### src/rtl/poly_voice_sampler_if.sv
// Bus bundle for poly_voice_sampler: keycode/tick input, SRAM read port, mixed audio out.
// master = the sampler, slave = its surroundings (keycode source, SRAM, codec).
interface poly_voice_sampler_if #(
    parameter int NUM_VOICES = 4,
    parameter int KEY_W      = 8,
    parameter int ADDR_W     = 20,
    parameter int DATA_W     = 16
);
    logic                        sample_tick;
    logic [NUM_VOICES*KEY_W-1:0] keycodes;
    logic [DATA_W-1:0]           sram_data;
    logic [ADDR_W-1:0]           sram_addr;
    logic                        sram_oe;
    logic [DATA_W-1:0]           audio_data;
    logic                        audio_valid;
    logic                        busy;
    logic                        overrun;
    logic [NUM_VOICES-1:0]       voice_active;

    modport master (
        input  sample_tick, keycodes, sram_data,
        output sram_addr, sram_oe, audio_data, audio_valid, busy, overrun, voice_active
    );
    modport slave (
        output sample_tick, keycodes, sram_data,
        input  sram_addr, sram_oe, audio_data, audio_valid, busy, overrun, voice_active
    );
endinterface

### src/rtl/poly_voice_sampler.sv
// NUM_VOICES-voice sample player sharing one SRAM read port, mixed with signed saturation.
// Define NOTE_LOOP_EN to make voices wrap to offset 0 at end of sample instead of ending.
module poly_voice_lane #(
    parameter int KEY_W      = 8,
    parameter int OFF_W      = 12,
    parameter int DATA_W     = 16,
    parameter int SAMPLE_LEN = 4096
) (
    input  logic                    Clk,
    input  logic                    Reset,
    input  logic                    latch,
    input  logic [KEY_W-1:0]        key,
    input  logic                    capture,
    input  logic [DATA_W-1:0]       sram_data,
    input  logic                    advance,
    output logic [KEY_W+OFF_W-1:0]  addr,
    output logic                    active,
    output logic [DATA_W-1:0]       sample
);
    localparam logic [OFF_W-1:0] LAST = OFF_W'(SAMPLE_LEN - 1);

    logic [KEY_W-1:0] key_q;
    logic [OFF_W-1:0] off;

    assign addr = {key_q, off};

    always_ff @(posedge Clk or posedge Reset) begin
        if (Reset) begin
            key_q  <= '0;
            off    <= '0;
            active <= 1'b0;
            sample <= '0;
        end else begin
            // Only a keycode change (re)starts a voice; holding the key after it ends does not.
            if (latch && key != key_q) begin
                off    <= '0;
                active <= (key != '0);
            end
            if (latch)
                key_q <= key;
            if (capture)
                sample <= active ? sram_data : '0;
            if (advance && active) begin
                if (off == LAST) begin
`ifdef NOTE_LOOP_EN
                    off <= '0;
`else
                    active <= 1'b0;
`endif
                end else begin
                    off <= off + OFF_W'(1);
                end
            end
        end
    end
endmodule

module poly_voice_sampler #(
    parameter int NUM_VOICES = 4,
    parameter int KEY_W      = 8,
    parameter int ADDR_W     = 20,
    parameter int DATA_W     = 16,
    parameter int SAMPLE_LEN = 4096,
    parameter int SRAM_WAIT  = 1
) (
    input  logic Clk,
    input  logic Reset,
    poly_voice_sampler_if.master bus
);
    localparam int OFF_W  = ADDR_W - KEY_W;
    localparam int VI_W   = (NUM_VOICES > 1) ? $clog2(NUM_VOICES) : 1;
    localparam int WAIT_W = (SRAM_WAIT > 1) ? $clog2(SRAM_WAIT) : 1;
    localparam int SUM_W  = DATA_W + $clog2(NUM_VOICES);

    localparam logic [2:0] S_IDLE    = 3'd0;
    localparam logic [2:0] S_LATCH   = 3'd1;
    localparam logic [2:0] S_ISSUE   = 3'd2;
    localparam logic [2:0] S_WAIT    = 3'd3;
    localparam logic [2:0] S_CAPTURE = 3'd4;
    localparam logic [2:0] S_SUM     = 3'd5;

    localparam logic signed [SUM_W-1:0] MAXS = {{(SUM_W-DATA_W+1){1'b0}}, {(DATA_W-1){1'b1}}};
    localparam logic signed [SUM_W-1:0] MINS = ~MAXS;

    logic [2:0]        state;
    logic [VI_W-1:0]   vidx;
    logic [WAIT_W-1:0] wcnt;

    logic [ADDR_W-1:0] sram_addr;
    logic              sram_oe;
    logic [DATA_W-1:0] audio_data;
    logic              audio_valid;
    logic              overrun;

    logic [NUM_VOICES-1:0][ADDR_W-1:0] lane_addr;
    logic [NUM_VOICES-1:0][DATA_W-1:0] lane_sample;
    logic [NUM_VOICES-1:0]             lane_active;

    logic latch_stb, cap_stb, adv_stb;
    logic [VI_W-1:0] vnext;

    assign latch_stb = (state == S_IDLE) && bus.sample_tick;
    assign cap_stb   = ((state == S_ISSUE) && (SRAM_WAIT == 0)) ||
                       ((state == S_WAIT) && (wcnt == WAIT_W'(SRAM_WAIT - 1)));
    assign adv_stb   = (state == S_SUM);
    assign vnext     = vidx + VI_W'(1);

    for (genvar v = 0; v < NUM_VOICES; v++) begin : g_lane
        poly_voice_lane #(
            .KEY_W(KEY_W), .OFF_W(OFF_W), .DATA_W(DATA_W), .SAMPLE_LEN(SAMPLE_LEN)
        ) u_lane (
            .Clk      (Clk),
            .Reset    (Reset),
            .latch    (latch_stb),
            .key      (bus.keycodes[v*KEY_W +: KEY_W]),
            .capture  (cap_stb && (vidx == VI_W'(v))),
            .sram_data(bus.sram_data),
            .advance  (adv_stb),
            .addr     (lane_addr[v]),
            .active   (lane_active[v]),
            .sample   (lane_sample[v])
        );
    end

    logic signed [SUM_W-1:0] sum;
    logic [DATA_W-1:0]       sat;

    always_comb begin
        sum = '0;
        for (int v = 0; v < NUM_VOICES; v++)
            sum = sum + SUM_W'($signed(lane_sample[v]));
        sat = sum[DATA_W-1:0];
        if (sum > MAXS)
            sat = {1'b0, {(DATA_W-1){1'b1}}};
        else if (sum < MINS)
            sat = {1'b1, {(DATA_W-1){1'b0}}};
    end

    // Each action is registered on the edge that enters its state, so the
    // outputs of a state are visible during that state's cycle.
    always_ff @(posedge Clk or posedge Reset) begin
        if (Reset) begin
            state       <= S_IDLE;
            vidx        <= '0;
            wcnt        <= '0;
            sram_addr   <= '0;
            sram_oe     <= 1'b0;
            audio_data  <= '0;
            audio_valid <= 1'b0;
            overrun     <= 1'b0;
        end else begin
            overrun <= bus.sample_tick && (state != S_IDLE);
            case (state)
                S_IDLE: if (bus.sample_tick) state <= S_LATCH;
                S_LATCH: begin
                    vidx      <= '0;
                    sram_addr <= lane_addr[0];
                    sram_oe   <= lane_active[0];
                    state     <= S_ISSUE;
                end
                S_ISSUE: begin
                    wcnt <= '0;
                    if (cap_stb) begin
                        sram_oe <= 1'b0;
                        state   <= S_CAPTURE;
                    end else begin
                        state <= S_WAIT;
                    end
                end
                S_WAIT: begin
                    if (cap_stb) begin
                        sram_oe <= 1'b0;
                        state   <= S_CAPTURE;
                    end else begin
                        wcnt <= wcnt + WAIT_W'(1);
                    end
                end
                S_CAPTURE: begin
                    if (vidx == VI_W'(NUM_VOICES - 1)) begin
                        audio_data  <= sat;
                        audio_valid <= 1'b1;
                        state       <= S_SUM;
                    end else begin
                        vidx      <= vnext;
                        sram_addr <= lane_addr[vnext];
                        sram_oe   <= lane_active[vnext];
                        state     <= S_ISSUE;
                    end
                end
                S_SUM: begin
                    audio_valid <= 1'b0;
                    state       <= S_IDLE;
                end
                default: state <= S_IDLE;
            endcase
        end
    end

    assign bus.sram_addr    = sram_addr;
    assign bus.sram_oe      = sram_oe;
    assign bus.audio_data   = audio_data;
    assign bus.audio_valid  = audio_valid;
    assign bus.busy         = (state != S_IDLE);
    assign bus.overrun      = overrun;
    assign bus.voice_active = lane_active;
endmodule

### src/flat_wrapper.sv
// flat-port wrapper written by rule: the top's interface ports become plain ports
module poly_voice_sampler_flat 
#(
    parameter int NUM_VOICES = 4,
    parameter int KEY_W      = 8,
    parameter int ADDR_W     = 20,
    parameter int DATA_W     = 16,
    parameter int SAMPLE_LEN = 4096,
    parameter int SRAM_WAIT  = 1
)
  (Clk, Reset, bus_sample_tick, bus_keycodes, bus_sram_data, bus_sram_addr, bus_sram_oe, bus_audio_data, bus_audio_valid, bus_busy, bus_overrun, bus_voice_active);
  poly_voice_sampler_if #(.NUM_VOICES(NUM_VOICES), .KEY_W(KEY_W), .ADDR_W(ADDR_W), .DATA_W(DATA_W)) bus_i ();
  input  logic Clk;
  input  logic Reset;
  input wire logic [$bits(bus_i.sample_tick)-1:0] bus_sample_tick;
  input wire logic [$bits(bus_i.keycodes)-1:0] bus_keycodes;
  input wire logic [$bits(bus_i.sram_data)-1:0] bus_sram_data;
  output wire logic [$bits(bus_i.sram_addr)-1:0] bus_sram_addr;
  output wire logic [$bits(bus_i.sram_oe)-1:0] bus_sram_oe;
  output wire logic [$bits(bus_i.audio_data)-1:0] bus_audio_data;
  output wire logic [$bits(bus_i.audio_valid)-1:0] bus_audio_valid;
  output wire logic [$bits(bus_i.busy)-1:0] bus_busy;
  output wire logic [$bits(bus_i.overrun)-1:0] bus_overrun;
  output wire logic [$bits(bus_i.voice_active)-1:0] bus_voice_active;
  assign bus_i.sample_tick = bus_sample_tick;
  assign bus_i.keycodes = bus_keycodes;
  assign bus_i.sram_data = bus_sram_data;
  assign bus_sram_addr = bus_i.sram_addr;
  assign bus_sram_oe = bus_i.sram_oe;
  assign bus_audio_data = bus_i.audio_data;
  assign bus_audio_valid = bus_i.audio_valid;
  assign bus_busy = bus_i.busy;
  assign bus_overrun = bus_i.overrun;
  assign bus_voice_active = bus_i.voice_active;
  poly_voice_sampler #(.NUM_VOICES(NUM_VOICES), .KEY_W(KEY_W), .ADDR_W(ADDR_W), .DATA_W(DATA_W), .SAMPLE_LEN(SAMPLE_LEN), .SRAM_WAIT(SRAM_WAIT)) u_core (.Clk(Clk), .Reset(Reset), .bus(bus_i));
endmodule
### config.mk
export PLATFORM = sky130hd
export DESIGN_NAME = poly_voice_sampler_flat
export DESIGN_NICKNAME = d
export VERILOG_FILES = /design/src/rtl/poly_voice_sampler_if.sv /design/src/rtl/poly_voice_sampler.sv /design/src/flat_wrapper.sv
export SDC_FILE = /design/constraint.sdc
export NUM_CORES = 1
export LEC_CHECK = 0
export ABC_AREA = 1
export CAP_MARGIN = 30
export CORE_ASPECT_RATIO = 0.7
export CORE_MARGIN = 4
export CORE_UTILIZATION = 50
export CTS_CLUSTER_DIAMETER = 100
export CTS_CLUSTER_SIZE = 10
export DETAILED_ROUTE_END_ITERATION = 6
export PLACE_DENSITY = 0.7
export SLEW_MARGIN = 20
export SYNTH_ARGS = -nofsm -noshare
export SYNTH_HDL_FRONTEND = slang
export SYNTH_SLANG_ARGS = --single-unit
### constraint.sdc
create_clock -name Clk -period 12.3 [get_ports Clk]
set_input_delay 1.23 -clock Clk [delete_from_list [all_inputs] [get_ports Clk]]
set_output_delay 1.23 -clock Clk [all_outputs]
set_load 0.03 [all_outputs]
* Word-level counts from Yosys, hierarchy flattened *
Cells that the tools add are included.
Widths: inputs -> output; s select.

storage, ports and cells
  flip-flop bits (word level) = 193
  bits in latches = 0
  memory bits (writable) = 0
  bits in read-only memories = 0
  input bits = 51
  output and inout bits = 44
  logic and storage cells = 142
  memories = 0

operators by class
  add/sub/neg operators = 9
  $mul = 0
  div/mod/pow operators = 0
  $lt $le $gt $ge = 3
  eq/ne operators = 22
  shift operators = 0
  multiplexer cells = 50
  bitwise operators = 1
  reductions and logical operators = 33

operators with widths
  cell                   count
  $mux 12                12
  $mux 16                6
  $add 12x1->12 const B  4
  $eq 12x12->1 const B   4
  $bmux 20 s2            1
  $mux 20                2
  $pmux 20 s2            1
  $ne 8x8->1             4
  $reduce_bool 8->1      4
  $add 17x16->18         1
  $add 18x16->18         1
  $gt 18x16->1 const B   1
  $lt 18x16->1 const B   1
  $add 16x16->17         1
  $mux 1                 17
  $logic_and 1x1->1      15
  $pmux 3 s5             1
  $mux 3                 4
  $reduce_and 2->1       5
  $eq 3x2->1 const B     2
  $eq 3x3->1 const B     2
  $ne 2x1->1 const B     3
  $ne 2x2->1 const B     3
  $reduce_bool 2->1      3
  17 further kinds       20

* Longest topological paths before layout *
Gate-level depths: netlist of the first run.

  word-level depth = 6
  depth in mapped cells = 20
  gate-level depth less buffers = 20

* Cells and area by module *
From an unflattened synthesis of the first run, not the netlist that was laid out.

second synthesis, totals
  cells, all modules = 1587
  area total of the unflattened synthesis = 12170.4 um^2

modules (own cells, without submodules)
  module              instances  cells an instance  area each (um^2)  sequential area each (um^2)
  poly_voice_lane     4          236                1859.3            925.9
  poly_voice_sampler  1          643                4733.3            1126.1

* Worst setup path before layout of the first run *
OpenSTA, ideal clock, no wires.

  path kind = register to register
  start = register u_core.g_lane[3].u_lane.sample[1]
  end = register u_core.audio_data[10] (netlist: u_core.bus.audio_data[10])
  setup time = 0.121 ns
  data arrival time = 3.046 ns
  data required time = 12.179 ns
  path slack = 9.133 ns
  cell stages (with the launch flop) = 19
  path buffers = 1
  period minus slack after synthesis = 3.167 ns
  cell sequence = dfrtp_1 inv_1 fa_1 inv_1 fa_1 ha_1 inv_1 fa_1 inv_1 nand3_1 nand3_1 nand2_1 nand2_1 nand2_1 nand3_1 nand2_1 a21oi_4 buf_6 a21oi_1

between the ends
  longest elaborated chain between the ends = 4
  elaborated cells between the ends (all ways) = 5
  classes of those cells = add/sub: 1; order compare: 2; mux: 2

RTL lines
  item                    line                       text
  start, declared         poly_voice_sampler.sv:18   output logic [DATA_W-1:0] sample
  start signal, assigned  poly_voice_sampler.sv:42   sample <= active ? sram_data : '0;
  $add 18x16->18 *        poly_voice_sampler.sv:131  sum = sum + SUM_W'($signed(lane_sample[v]));
  $lt 18x16->1            poly_voice_sampler.sv:135  else if (sum < MINS)
  $mux 16                 poly_voice_sampler.sv:135
  $mux 16 *               poly_voice_sampler.sv:133  if (sum > MAXS)
  end signal, assigned    poly_voice_sampler.sv:180  audio_data <= sat;
  end, declared           poly_voice_sampler.sv:91   logic [DATA_W-1:0] audio_data;

Mark *: on every way between the ends. The rest lies on a longest branch, timed or not.
A chain may end at the register's enable or synchronous reset.

* Worst setup path after layout of the first run *
  start = register u_core.g_lane[3].u_lane.sample[1]
  end = register u_core.audio_data[4] (netlist: u_core.bus.audio_data[4])

Same word-level chain as after synthesis.

==> results by group, run 1 <==
Run status
  – Status: complete, no violations

Placed design
  – Area post-placement: 0.01274 sq mm
  – Gpl congestion: 0.9351
  – IO Port Bufs: 94
  – DP HPWL: 22,930 um

Synthesis
  – Post-synthesis mux area share: 0
  – Synth Area in Compound Gates: 0.1318
  – Synth Instances: 1,491
  – Avg Cell Area, Syn: 7.780 sq um
  – Total nets after synthesis: 1,600
  – Mapped cell area: 0.01160 sq mm
  – Top post-synthesis cells by area: dfrtp_1 (42%), nand2_1 (11%), inv_1 (8.6%), o21ai_0 (6.0%), fa_1 (5.7%)
  – Ys async rst share: 1.000
  – Post-synth top area share: 0.4164
  – Post-synthesis xor/xnor area fraction: 0.02492
  – Number of flops mapped to enable cells by yosys: 0
  – Synth cell types: 51
  – Largest family of logic cells by synthesized area: simple AND/OR/NAND/NOR gates
  – Synth top cells by count: nand2_1 (348), inv_1 (266), dfrtp_1 (193)
  – Top FF cell, synth: dfrtp_1
  – Ys Warns: 0
  – Adder-cell area share of the yosys netlist: 0.08392
  – Synthesis-stage register bit count: 193
  – Count leader, synth: nand2_1
  – Sequential share of the synthesized area: 0.4164
  – Post-synth top area cell: dfrtp_1
  – Post-Synth Simple-Gate Area: 0.2314

CTS
  – H-tree Lvls: 4
  – Post-CTS Setup Inserts: 0
  – Clk Latency, worst-skew pair: 450 ps
  – Worst-path clk slew: 80 ps
  – Inserted Clock Buffers: 17
  – Clock sink count: 193
  – Hold Buf Count CTS: 0
  – CTS resizes: 0
  – Root Buffer: clkbuf_16
  – Clock buffer depth: 2
  – CTS tree: yes

Global route
  – GRT Total Usage: 0.2548
  – Antenna violations before repair: 0
  – GR Overflow Total: 0
  – First-pass GRT wire length: 51,930 um
  – Pin count of the biggest net entering global routing: 121
  – Vias in the first global route: 9,697

Detailed routing
  – Wire per inst: 16.68 um
  – Initial DRC Count: 1,089
  – Residual DRC count: 0
  – Via Count: 10,160
  – Routed WL: 31,530 um
  – DRT antenna net count: 0
  – Routed vias/inst: 5.375
  – DR pass1 iterations: 7

Floorplanning
  – Chip width: 190.1 um
  – IO Count: 95
  – Core Area: 0.02273 sq mm
  – Row count: 46
  – Die Y: 135.4 um
  – Die ar.: 0.02574 sq mm
  – Initial Utilization: 0.5102

Critical path
  – Worst setup SP type: flip-flop
  – Crit path required time: 12,610 ps
  – Critical Path Start: u_core.g_lane[3].u_lane.sample[1]
  – Largest stage delay, worst path: 530 ps
  – CP Data Arrival Time: 3930 ps
  – Critical Path Sink Type: flip-flop
  – CP Class: reg -> reg
  – Worst path top cell family by delay: adder cells
  – Worst path cell trace: inv_1 -> fa_1 -> inv_1 -> fa_1 -> ha_1 -> inv_1 -> fa_1 -> inv_1 -> nand3_1 -> nand3_1 -> nand2_1 -> nand2_1 -> nand2_1 -> nand3_1 -> nand2_1 -> a21oi_4 -> a21oi_1
  – Reg-to-Reg Start: u_core.g_lane[3].u_lane.sample[1]
  – Slowest CP cell: fa_1
  – CP Buf/Inv Count: 4
  – Max FO, Critical Path: 13

STA
  – Final hold violation count: 0
  – Achievable Freq: 275.8 MHz
  – Total Neg Setup Slack: 0 ps
  – Slew headroom: 0.3244
  – RSZ-0062 raised after global routing: false
  – Period utilisation layout: 0.2948
  – Setup Skew: 11.18 ps
  – Slew Limit Fails: 0
  – Slew @ Worst Pin: 1013 ps
  – Final Setup Violations: 0
  – Final Critical Period: 3626 ps

Power
  – Design Power: 4.351 mW
  – Pwr Density: 323.0 mW/mm^2
  – Lkg Pwr: 6.627 nW
  – Max VDD drop: 0.1910 mV

Layout
  – Ant. Diodes: 0
  – Nets: 1,674
  – Area added between synthesis and finish: 16.13%
  – Share of post-route cells with drive strength above 1: 0.05640
  – Final instance area: 0.01347 sq mm

Flow run
  – Max Cap Viol: 0

Worst hold path
  – Hold Crit Start: u_core.bus.audio_valid
  – Min-delay worst type: reg -> reg
-- stage by stage --
| step | utilization | instances | hold WS [ps] | worst slack [ps] |
|---|---|---|---|---|
| 6_report | 0.5925 | 1890 | 487.1 | 8674 |
| 2_1_floorplan | - | 1491 | 469.4 | 5814 |
| 3_5_place_dp | 0.5606 | 1854 | 470.0 | 8596 |
| 5_1_grt | 0.5925 | 1890 | 538.0 | 8413 |
| 4_1_cts | 0.5894 | 1886 | 489.5 | 8529 |
| 3_3_place_gp | 0.5606 | 1854 | 464.5 | 8792 |
-- metal layers --
layer,track usage,share of wire,vias up
met5,0,0,-
met4,0.07108,0.018,0
met3,0.06440,0.087,44
met2,0.3472,0.41,396
met1,0.3996,0.49,4835
li1,-,-,4883
-- flip-flops by register name (all words and copies together), names as in the netlist --
register	flops
u_core.bus.sram_addr	20
u_core.bus.overrun	1
u_core.g_lane.u_lane.active	4
u_core.state	3
u_core.vidx	2
u_core.g_lane.u_lane.sample	64
u_core.bus.sram_oe	1
u_core.bus.audio_valid	1
u_core.g_lane.u_lane.off	48
u_core.g_lane.u_lane.key_q	32
u_core.wcnt	1
u_core.bus.audio_data	16
-- cell usage in the layout (no fill, tap or decap), types with 10 or more instances in the layout --
master,count
a21oi_1,59
clkbuf_16,17
clkdlybuf4s50_1,94
dfrtp_1,193
fa_1,33
ha_1,25
inv_1,265
nand2_1,348
nand3_1,118
nand4_1,14
nor2_1,66
nor3_1,17
o211ai_1,10
o21ai_0,138
o22ai_1,20
or2_2,15
xnor2_1,11
xor2_1,22
-- worst paths after layout --
path                                                      end  slack, ps  cells past startpoint
min in group asynchronous  u_core.g_lane[2].u_lane.sample[11]       1210                      2
setup reg to reg                     u_core.bus.audio_data[4]       8670                     17
hold / removal                         u_core.bus.audio_valid        490                      2
hold reg to reg                        u_core.bus.audio_valid        490                      2
max in group asynchronous      u_core.g_lane[1].u_lane.off[6]       9640                      5
setup / recovery                     u_core.bus.audio_data[4]       8670                     17
-- cells by family (layout without fill, tap and decap cells) --
group                      after synthesis  after routing
buffers and inverters                  328            415
xor gates and xnor gates                33             33
AOI/OAI and AO/OA                      269            269
DFF                                    193            193
adders and majority gates               58             58
and+or+nand+nor                        610            610
-- layout make-up --
cell class,count,area [sq um]
tap,312,390.4
multi-input combinational,970,5475
clock inverter,14,216.5
inverter,277,1049
clock buffer,18,439.2
sequential,193,4830
timing repair buffer,106,1071
fill,2033,9264
-- worst reg2reg max path, delay by kind of cell (launching register included) --
family / cells / cell delay [ps]
AND/OR/NAND/NOR: 7 / 730
AO/OA/AOI/OAI: 2 / 500
flip-flops: 1 / 330
adder cells (fa/ha/maj): 4 / 1650
buffers and inverters: 4 / 290
-- where the power goes --
part           internal (mW)  total, mW  switching (mW)
combinational          0.974       2.69            1.72
clock                  0.355      0.627           0.273
sequential             0.853       1.03           0.180
total                   2.18       4.35            2.17
(Power assumes the default switching activity.)
==> run 2: changes to the inputs <==
PLACE_DENSITY = 0.73   (was 0.7)
clock period = 2.9 ns   (was 12.3 ns; I/O delays follow)
==> results by group, run 2 (synthesis results as in run 1) <==
Critical path
  – CP Data Arrival Time: 3580 ps
  – CP Class: reg -> reg
  – Slowest CP cell: fa_1
  – Worst path cell trace: inv_2 -> fa_1 -> inv_2 -> fa_1 -> ha_2 -> inv_2 -> fa_2 -> inv_2 -> nand3_2 -> nand3_2 -> nand2_2 -> nand2_4 -> nand2_4 -> nand3_2 -> nand2_8 -> nand2_4 -> nand2_1 -> a21oi_2
  – Critical Path Sink Type: flip-flop
  – R2R cell count: 18
  – Max FO, Critical Path: 7
  – Crit path required time: 3260 ps
  – Largest stage delay, worst path: 540 ps
  – Crit-path most repeated cell: inv_2
  – Worst setup SP type: flip-flop

Floorplanning
  – Chip width: 190.1 um
  – IO Count: 95
  – Die ar.: 0.02574 sq mm
  – Die Y: 135.4 um
  – Initial Utilization: 0.5102
  – Row count: 46
  – Core Area: 0.02273 sq mm

CTS
  – H-tree Lvls: 4
  – Clk Latency, worst-skew pair: 440 ps
  – Inserted Clock Buffers: 17
  – Hold Buf Count CTS: 0
  – Root Buffer: clkbuf_16
  – Clock buffer depth: 2
  – Clock sink count: 193
  – CTS tree: yes
  – Worst-path clk slew: 70 ps

STA
  – Setup Skew: 14.71 ps
  – Total Neg Setup Slack: -4206 ps
  – Slew Limit Fails: 0
  – RSZ-0062 raised after global routing: true
  – Fin Hold WS: 132.7 ps
  – Achievable Freq: 311.2 MHz
  – Final hold violation count: 0
  – Slew headroom: 0.5152
  – Slew @ Worst Pin: 725.4 ps
  – Period utilisation layout: 1.108
  – Final Critical Period: 3213 ps
  – Final Setup Violations: 16
  – Final worst setup slack: -313.1 ps

Detailed routing
  – DRT antenna net count: 0
  – Routed WL: 32,010 um
  – Via Count: 10,410
  – DR pass1 iterations: 6
  – Wire per inst: 16.47 um
  – Routed vias/inst: 5.356
  – Initial DRC Count: 1,099
  – Residual DRC count: 0

Run status
  – Status: finished with violations
  – Failing checks: setup timing

Global route
  – GRT Total Usage: 0.2530
  – M3 GR Usage: 0.04766
  – Met1 Use GR: 0.4077
  – GR Overflow Total: 0
  – Met2 Use GR: 0.3551
  – Most Used Layer, Global Route: met1
  – Vias in the first global route: 9,810
  – Pin count of the biggest net entering global routing: 52
  – First-pass GRT wire length: 51,880 um
  – Antenna violations before repair: 0

Placed design
  – IO Port Bufs: 94
  – DP HPWL: 23,330 um
  – Gpl congestion: 0.9296

Layout
  – Top flop regs: u_core.g_lane.u_lane.sample x64, u_core.g_lane.u_lane.off x48, u_core.g_lane.u_lane.key_q x32
  – Reg with most FFs: u_core.g_lane.u_lane.sample
  – Max FFs per register: 64
  – Most frequent cells in the layout: nand2_1 (330), inv_1 (260), dfrtp_1 (193), o21ai_0 (136), nand3_1 (112)
  – Share of post-route cells with drive strength above 1: 0.1232
  – Nets: 1,729
  – Ant. Diodes: 0
  – Commonest non-fill, non-tap cell in the layout: nand2_1
  – Area added between synthesis and finish: 21.98%

Flow run
  – Max Cap Viol: 0

Worst hold path
  – Min-delay worst type: in -> async
-- run 2: worst paths after layout --
kind / start / endpoint / slack [ps]
min in group Clk: bus_keycodes[3] / u_core.g_lane[0].u_lane.key_q[3] / 470
hold reg to reg: u_core.bus.audio_valid / u_core.bus.audio_valid / 470
setup / recovery: u_core.g_lane[3].u_lane.sample[1] / u_core.bus.audio_data[5] / -310
max in group asynchronous: Reset / u_core.bus.audio_data[1] / 1900
hold / removal: Reset / u_core.g_lane[3].u_lane.sample[13] / 130
setup reg to reg: u_core.g_lane[3].u_lane.sample[1] / u_core.bus.audio_data[5] / -310
-- run 2: per-layer routing --
metal	vias up	wire, um
met3	25	2569
met5	-	0
li1	5011	-
met1	4965	15650
met4	0	284
met2	406	13500
-- run 2: what timing repair did --
item / in CTS / in global routing
pin swaps: 8 / 14
gates cloned: 1 / 0
setup endpoints to repair: 16 / 16
setup buffers: 2 / 2
hold endpoints to repair: 0 / 0
gates resized for setup: 28 / 32
-- run 2: through the flow --
stage               area (sq um)  utilization  cells  setup slack, ps
floorplan                  11650            -   1491           -99.11
global placement           13220       0.5816   1909           -257.9
detailed placement         13220       0.5816   1909           -312.7
CTS                        13920       0.6124   1941           -236.0
global route               14150       0.6224   1943           -455.0
finish                     14150       0.6224   1943           -313.1
-- run 2: area by class of cell --
class	instances	area, sq um
fill	1913	8584
multi-input combinational	971	5844
sequential	193	4830
timing repair buffer	160	1489
inverter	277	1045
clock buffer	19	442.9
tap	312	390.4
clock inverter	11	108.9
-- run 2: critical path: cells and delay by family (launching register included) --
| family | cells | cell delay, ps |
|---|---|---|
| compound gates | 1 | 180 |
| fa+ha+maj | 4 | 1600 |
| buf+inv | 4 | 210 |
| flops | 1 | 340 |
| simple gates | 9 | 800 |
Power of run 2 is left out: the tool's default activity adds up to more than one toggle a clock period on the data nets, which glitch-free logic cannot reach.
